$ cat config.mk
export PLATFORM = sky130hd
export DESIGN_NAME = mem_access_unit
export DESIGN_NICKNAME = d
export VERILOG_FILES = /design/src/rtl/mem_access_unit.sv
export SDC_FILE = /design/constraint.sdc
export NUM_CORES = 1
export LEC_CHECK = 0
export BUFFER_PORTS_ARGS = -buffer_cell sky130_fd_sc_hd__buf_2
export CAP_MARGIN = 20
export CELL_PAD_IN_SITES_DETAIL_PLACEMENT = 1
export CELL_PAD_IN_SITES_GLOBAL_PLACEMENT = 2
export CORE_MARGIN = 1
export CORE_UTILIZATION = 24
export CTS_CLUSTER_SIZE = 8
export DETAILED_ROUTE_END_ITERATION = 10
export GPL_ROUTABILITY_DRIVEN = 0
export HOLD_SLACK_MARGIN = 0.1
export PLACE_DENSITY = 0.85
export REMOVE_ABC_BUFFERS = 1
export SYNTH_ARGS = -nofsm -noshare
export SYNTH_HDL_FRONTEND = slang
export SYNTH_SLANG_ARGS = --single-unit
$ cat constraint.sdc
create_clock -name clk -period 3.7 [get_ports clk]
set_input_delay 0.37 -clock clk [delete_from_list [all_inputs] [get_ports clk]]
set_output_delay 0.37 -clock clk [all_outputs]
set_load 0.005 [all_outputs]
$ cat src/rtl/mem_access_unit.sv
`default_nettype none
// ============================================================================
// Module      : mem_access_unit
// Description : MEM-stage load/store unit in front of a byte-lane data RAM
//               with a 2-cycle registered read. Builds byte selects and
//               lane-replicated store data, extends load results and flags
//               misaligned accesses (ADEL/ADES) without touching the RAM.
// Revision    : 1.0 - initial release
// ============================================================================
module mem_access_unit #(
    parameter int ADDR_W = 32
) (
    input  logic              clk,
    input  logic              rst,
    input  logic              flush,
    input  logic              req_valid,
    output logic              req_ready,
    input  logic              req_we,
    input  logic [1:0]        req_size,
    input  logic              req_uns,
    input  logic [ADDR_W-1:0] req_addr,
    input  logic [31:0]       req_wdata,
    output logic              ram_ce,
    output logic              ram_we,
    output logic [ADDR_W-1:0] ram_addr,
    output logic [3:0]        ram_sel,
    output logic [31:0]       ram_wdata,
    input  logic [31:0]       ram_rdata,
    output logic              rsp_valid,
    output logic [31:0]       rsp_rdata,
    output logic              adel,
    output logic              ades,
    output logic [ADDR_W-1:0] badvaddr
);

    localparam logic [1:0] c_SIZE_BYTE = 2'b00;
    localparam logic [1:0] c_SIZE_HALF = 2'b01;

    typedef enum logic [2:0] {
        S_IDLE = 3'd0,
        S_WR   = 3'd1,
        S_RD1  = 3'd2,
        S_RD2  = 3'd3,
        S_RESP = 3'd4,
        S_ERR  = 3'd5
    } state_t;

    state_t              r_state;
    state_t              w_next;

    logic                r_we;
    logic [1:0]          r_size;
    logic                r_uns;
    logic [ADDR_W-1:0]   r_addr;
    logic [31:0]         r_wdata_rep;

    logic                w_ready;
    logic                w_accept;
    logic                w_misalign;
    logic [31:0]         w_wdata_rep;
    logic [7:0]          w_byte;
    logic [15:0]         w_half;
    logic [31:0]         w_load;
    logic [3:0]          w_store_sel;

    logic                w_ce;
    logic                w_we;
    logic [3:0]          w_sel;
    logic                w_rsp_valid;
    logic [31:0]         w_rsp_rdata;
    logic                w_adel;
    logic                w_ades;
    logic [ADDR_W-1:0]   w_badvaddr;

    // Request handshake: ready only in IDLE and never while reset is held
    assign w_ready  = rst & (r_state == S_IDLE);
    assign w_accept = req_valid & w_ready & ~flush;

    // Halves need bit 0 clear; words (and reserved size) need both low bits clear
    assign w_misalign = ((req_size == c_SIZE_HALF) & req_addr[0]) |
                        (req_size[1] & (req_addr[1:0] != 2'b00));

    // Store data replicated across lanes so the RAM picks it up by byte select
    always_comb begin
        w_wdata_rep = req_wdata;
        case (req_size)
            c_SIZE_BYTE: w_wdata_rep = {4{req_wdata[7:0]}};
            c_SIZE_HALF: w_wdata_rep = {2{req_wdata[15:0]}};
            default:     w_wdata_rep = req_wdata;
        endcase
    end

    // Store byte-lane enables from the latched size and low address bits
    always_comb begin
        w_store_sel = 4'b1111;
        case (r_size)
            c_SIZE_BYTE: w_store_sel = 4'b0001 << r_addr[1:0];
            c_SIZE_HALF: w_store_sel = r_addr[1] ? 4'b1100 : 4'b0011;
            default:     w_store_sel = 4'b1111;
        endcase
    end

    // Load lane extraction and sign/zero extension
    assign w_byte = ram_rdata[{r_addr[1:0], 3'b000} +: 8];
    assign w_half = r_addr[1] ? ram_rdata[31:16] : ram_rdata[15:0];

    always_comb begin
        w_load = ram_rdata;
        case (r_size)
            c_SIZE_BYTE: w_load = {{24{w_byte[7] & ~r_uns}}, w_byte};
            c_SIZE_HALF: w_load = {{16{w_half[15] & ~r_uns}}, w_half};
            default:     w_load = ram_rdata;
        endcase
    end

    // State register
    always_ff @(posedge clk) begin
        if (!rst) begin
            r_state <= S_IDLE;
        end else begin
            r_state <= w_next;
        end
    end

    // Request capture on accept
    always_ff @(posedge clk) begin
        if (!rst) begin
            r_we        <= 1'b0;
            r_size      <= 2'b00;
            r_uns       <= 1'b0;
            r_addr      <= '0;
            r_wdata_rep <= 32'd0;
        end else if (w_accept) begin
            r_we        <= req_we;
            r_size      <= req_size;
            r_uns       <= req_uns;
            r_addr      <= req_addr;
            r_wdata_rep <= w_wdata_rep;
        end
    end

    // Next-state and per-state RAM / response controls
    always_comb begin
        w_next      = r_state;
        w_ce        = 1'b0;
        w_we        = 1'b0;
        w_sel       = 4'b0000;
        w_rsp_valid = 1'b0;
        w_rsp_rdata = 32'd0;
        w_adel      = 1'b0;
        w_ades      = 1'b0;
        w_badvaddr  = '0;
        case (r_state)
            S_IDLE: begin
                if (w_accept) begin
                    if (w_misalign)  w_next = S_ERR;
                    else if (req_we) w_next = S_WR;
                    else             w_next = S_RD1;
                end
            end
            S_WR: begin
                // The write commits at the end of this cycle even under flush
                w_ce        = 1'b1;
                w_we        = 1'b1;
                w_sel       = w_store_sel;
                w_rsp_valid = 1'b1;
                w_next      = S_IDLE;
            end
            S_RD1: begin
                w_ce   = 1'b1;
                w_sel  = 4'b1111;
                w_next = S_RD2;
            end
            S_RD2: begin
                w_ce   = 1'b1;
                w_sel  = 4'b1111;
                w_next = S_RESP;
            end
            S_RESP: begin
                // ce low keeps the RAM's output register holding the read word
                w_rsp_valid = 1'b1;
                w_rsp_rdata = w_load;
                w_next      = S_IDLE;
            end
            S_ERR: begin
                w_rsp_valid = 1'b1;
                w_adel      = ~r_we;
                w_ades      = r_we;
                w_badvaddr  = r_addr;
                w_next      = S_IDLE;
            end
            default: begin
                w_next = S_IDLE;
            end
        endcase
        if (flush) begin
            w_next      = S_IDLE;
            w_rsp_valid = 1'b0;
            w_rsp_rdata = 32'd0;
            w_adel      = 1'b0;
            w_ades      = 1'b0;
        end
    end

    // Every output is forced low while reset is held
    assign req_ready = w_ready;
    assign ram_ce    = rst & w_ce;
    assign ram_we    = rst & w_we;
    assign ram_sel   = rst ? w_sel : 4'b0000;
    assign ram_addr  = rst ? {r_addr[ADDR_W-1:2], 2'b00} : '0;
    assign ram_wdata = rst ? r_wdata_rep : 32'd0;
    assign rsp_valid = rst & w_rsp_valid;
    assign rsp_rdata = rst ? w_rsp_rdata : 32'd0;
    assign adel      = rst & w_adel;
    assign ades      = rst & w_ades;
    assign badvaddr  = rst ? w_badvaddr : '0;

endmodule
`default_nettype wire

# Yosys cells after proc, flatten, opt, wreduce, memory -nomap -nowiden
# Index checks and enable logic that the tools add are counted.
totals:
  register_bits: 71
  latchBits: 0
  ram_bits: 0
  mem_bits_ro: 0
  inputBits: 104
  out_inout_bits: 138
  wordCells: 67
  mem_count: 0
classes:
  n_addsub: 0
  n_mul: 0
  div_mod_pow: 0
  magnitude_cmp: 0
  n_eq_ne: 8
  shift: 2
  mux: 26
  bitwise: 17
  reduce_logical: 8
op_table:
  columns: ["operator", "count"]
  rows:
  - ["$mux 32", 7]
  - ["$pmux 32 s2", 2]
  - ["$shiftx 32x6->8", 1]
  - ["$mux 16", 1]
  - ["$pmux 4 s2", 2]
  - ["$and 1x1->1", 12]
  - ["$pmux 3 s3", 1]
  - ["$mux 1", 8]
  - ["$mux 4", 2]
  - ["$eq 3x2->1 const B", 2]
  - ["$eq 3x3->1 const B", 2]
  - ["$mux 3", 2]
  - ["$reduce_or 3->1", 2]
  - ["$eq 2x1->1 const B", 2]
  - ["$logic_not 2->1", 2]
  - ["$not 1->1", 4]
  - ["$reduce_or 2->1", 2]
  - ["$shl 1x2->4 const A", 1]
  - ["$eq 3x1->1 const B", 1]
  - ["$logic_not 3->1", 1]
  - ["$mux 2", 1]
  - ["$ne 2x2->1 const B", 1]
  - ["$reduce_bool 2->1", 1]
  - ["$or 1x1->1", 1]

# Depth between registers and ports, before layout
depth:
  word_depth: 6
  depth_mapped: 7
  mapped_depth_nobuf: 4

# Worst setup path before layout
# No wires, ideal clock.
synth_timing:
  kind: "input -> output"
  from: "input port rst"
  to: "output port rsp_rdata[21]"
  arrival_time_ns: 1.490
  slack_ns: 1.840
  cell_stages: 6
  n_path_buf: 2
  cell_sequence: "buf_4 -> nor3b_2 -> nand3b_4 -> nor4_4 -> buf_4 -> a21o_1"
synth_between:
  elab_chain_cells: 1
synth_rtl:
  columns: ["element", "line_no", "rtl"]
  rows:
  - ["from (decl)", "14", "input logic rst,"]
  - ["$mux 32", "213", "assign rsp_rdata = rst ? w_rsp_rdata : 32'd0;"]
  - ["to (decl)", "30", "output logic [31:0] rsp_rdata,"]
# Every way passes these cells.

# Worst setup path after layout
layout_timing:
  from: "register r_addr[1]"
  to: "output port rsp_rdata[26]"
layout_between:
  elab_chain_cells: 6
  word_cells_on_any_way: 8
  cone_classes: "1 x shift; 5 x mux; 2 x bitwise"
layout_rtl:
  columns: ["element", "line_no", "rtl"]
  rows:
  - ["from (decl)", "54", "logic [ADDR_W-1:0] r_addr;"]
  - ["from (signal assigned)", "137", "r_addr <= req_addr;"]
  - ["$shiftx 32x6->8 or $mux 16 (tied branches)", "104, 105", null]
  - ["$and 1x1->1 (on tied branches)", "110, 111", null]
  - ["$pmux 32 s2 (*)", "109", "case (r_size)"]
  - ["$mux 32 (*)", "153", "case (r_state)"]
  - ["$mux 32 (*)", "196", "if (flush) begin"]
  - ["$mux 32 (*)", "213", null]
# Every way passes the cells marked *; elsewhere a longest branch is shown, timed or not.

==> flow_metrics.py <==
metrics = {
    "setup_path": {
        "required_ps": 3330,
        "start_kind": "register",
        "critPathMaxFanout": 17,
        "crit_type": "reg -> out",
        "cp_data_arrival_time_ps": 2450,
        "cp-end-kind": "output pin",
    },
    "finish": {
        "fill_cells": 2130,
        "antennaDiodeCount": 0,
        "mostFrequentLayoutCell": "buf_2",
        "multi_input_area_um2": 2340,
        "final_area_um2": 5710,
        "finalNetCount": 853,
        "drive_gt1_share_pct": 38.5,
        "final_cell_mix": "buf_2, nand2_1, dfxtp_1",
        "seq_area_um2": 1420,
        "fin_cells": 974,
        "area_growth_pct": 38.4,
    },
    "detailed_routing": {
        "wirelength_um": 14400,
        "ant_nets": 0,
        "drcViolationCount": 0,
        "wl_met1_um": 6170,
        "highest_layer": "met4",
        "wl_per_cell_um": 14.7,
        "viasPerCell": 4.57,
        "drt-initial-drc-count": 158,
        "routed-wl-met3_um": 1090,
        "via_count": 4455,
        "dr.pass1.iters": 4,
        "dr_wl_met2_um": 6990,
    },
    "place": {
        "place_hpwl_um": 10800,
        "dp.cells": 958,
        "io_buffers": 239,
        "place_area_um2": 5410,
    },
    "timing": {
        "final-setup-viol-count": 0,
        "grt_setup_unrepaired": "false",
        "fin_tns_setup_ps": 0,
        "maxClockFrequency_mhz": 354,
        "min_period_ps": 2820,
        "fin_crit_sh_pct": 76.2,
        "max_slew.worst_pin.slew_ps": 851,
        "maxSlewViolCount": 0,
        "slew_headroom_pct": 42.8,
        "fin_skew_ps": 5.68,
        "hold_viol_final": 0,
    },
    "synth": {
        "yosysWarningCount": 0,
        "synth_area_um2": 4120,
        "synth_edf_count": 0,
        "synth_area_leaders": "dfxtp_1, nand2_1, mux2_2, o21ai_0, and2_1",
        "synth_top_area_cell": "dfxtp_1",
        "ys_seq_area_share_pct": 34.5,
        "synthesis.area_per_instance_um2": 7.59,
        "netlist_instances": 543,
        "synth_top_area_share_pct": 34.5,
        "synth.distinct_cells": 42,
        "async_reset_ff_share_pct": 0,
        "synth_seq_cells": 71,
        "ys.flop_type": "dfxtp_1",
    },
    "cts": {
        "h-tree-depth": 3,
        "cts_setup_buffers": 0,
        "cts_made_buffers": 9,
        "root_buffer": "clkbuf_16",
        "cts_tree": "yes",
        "postCtsResizedCells": 0,
        "clkLatencyLatePin_ps": 330,
        "holdBufCountCts": 0,
        "cts_sinks": 71,
        "clkTransAtPathRegs_ps": 60,
        "cts.path.max_buffers": 2,
    },
    "floorplanning": {
        "num_io_pins": 242,
        "fp.dieW_um": 133,
        "start_util_pct": 24.7,
        "design.core.area_um2": 16700,
        "num_rows": 47,
        "die_h_um": 133,
        "die_area_um2": 17700,
    },
    "power_and_ir_drop": {
        "power_leakage_uw": 0.00336,
        "p_switching_uw": 515,
        "switching_share_pct": 26.1,
        "ir_worst_vdd_v": 0.000243,
        "clkPwrFrac_pct": 42.6,
        "powerDensity_nw_per_um2": 346,
        "p_int_uw": 1460,
        "pwr-share-seq_pct": 42.1,
        "share_comb_of_total_power_pct": 15.3,
        "power.total_uw": 1980,
    },
    "global_routing": {
        "grt_pass1_wl_um": 22500,
        "antenna_found_initial": 0,
        "gr-total-overflow": 0,
        "grt_max_degree": 63,
        "grt_pass1_vias": 4356,
        "grtUsageTotal_pct": 15.9,
    },
    "status": {
        "status": "completed",
    },
    "run": {
        "drv_cap": 0,
    },
    "worst_hold_path": {
        "holdCritPathClass": "in -> reg",
    },
}
## flip-flops by register name, summed over array words and instances (netlist names)
name,cells
r_wdata_rep,32
r_size,2
r_state,3
r_uns,1
r_addr,32
r_we,1
## Yosys cell counts, types with 2 or more instances
cell type / instances
o211a_1: 16
nor3_1: 5
o21ai_1: 13
and2_1: 32
dfxtp_1: 71
a222oi_1: 7
nor2b_1: 2
buf_6: 2
buf_2: 15
o21ai_0: 43
nand2b_1: 5
a21o_1: 16
nand2_1: 98
clkbuf_1: 28
a22o_1: 7
inv_1: 35
and3_1: 3
or2_2: 2
nor2_1: 52
mux2_2: 23
buf_4: 4
a22oi_1: 7
mux2i_1: 18
a21oi_1: 14
nand3_1: 8
## metal layers
layer,vias up,global-route usage (%)
met1,2048,19.1
met2,172,28.1
met4,0,3.70
li1,2226,-
met5,-,0
met3,9,4.14
## cell type report
cell class,count,area share [%]
Multi-Input combinational cell,388,41.0
Sequential cell,71,24.9
Timing Repair Buffer,243,21.7
Tap cell,220,4.82
Clock buffer,13,4.73
Inverter,36,2.37
Clock inverter,3,0.438
## kinds of logic after synthesis
group / synth area share [%]
other: 0.0909
multiplexers: 11.3
buffers and inverters: 8.92
flip-flops: 34.5
AO/OA/AOI/OAI: 21.4
AND/OR/NAND/NOR: 23.9
## final timing paths
check / from / to / slack, ps / cells after the start
max: r_addr[1]$_SDFFE_PN0P_ / rsp_rdata[26] / 880 / 5
min: req_addr[29] / r_addr[29]$_SDFFE_PN0P_ / 240 / 3
max reg2reg: r_state[1]$_SDFFE_PP0P_ / r_addr[9]$_SDFFE_PN0P_ / 1670 / 5
min reg2reg: r_we$_SDFFE_PN0P_ / r_we$_SDFFE_PN0P_ / 490 / 2
## power groups by stage
stage                     sequential [uW]  clock (uW)  combinational (uW)
final                                 832         841                 303
after global routing                  837         912                 340
after CTS                             832         875                 309
after detailed placement              849           0                 307
after global placement                847           0                 304
after floorplan                       841           0                 153
## metrics by stage
stage / setup slack, ps / util [%] / hold WS (ps)
3_5_place_dp: 1200 / 32.4 / 480
6_report: 879 / 34.2 / 238
2_1_floorplan: 336 / - / 450
3_3_place_gp: 1280 / 32.4 / 465
4_1_cts: 844 / 34.2 / 225
5_1_grt: 736 / 34.2 / 230
## critical path, cell delays in order, from the launching register on
cell and delay [ps]:
dfxtp_1 740, mux2_4 290, mux2i_1 100, nor4_4 730
a21o_1 150, buf_2 110
Power figures use the tool's default switching activity.
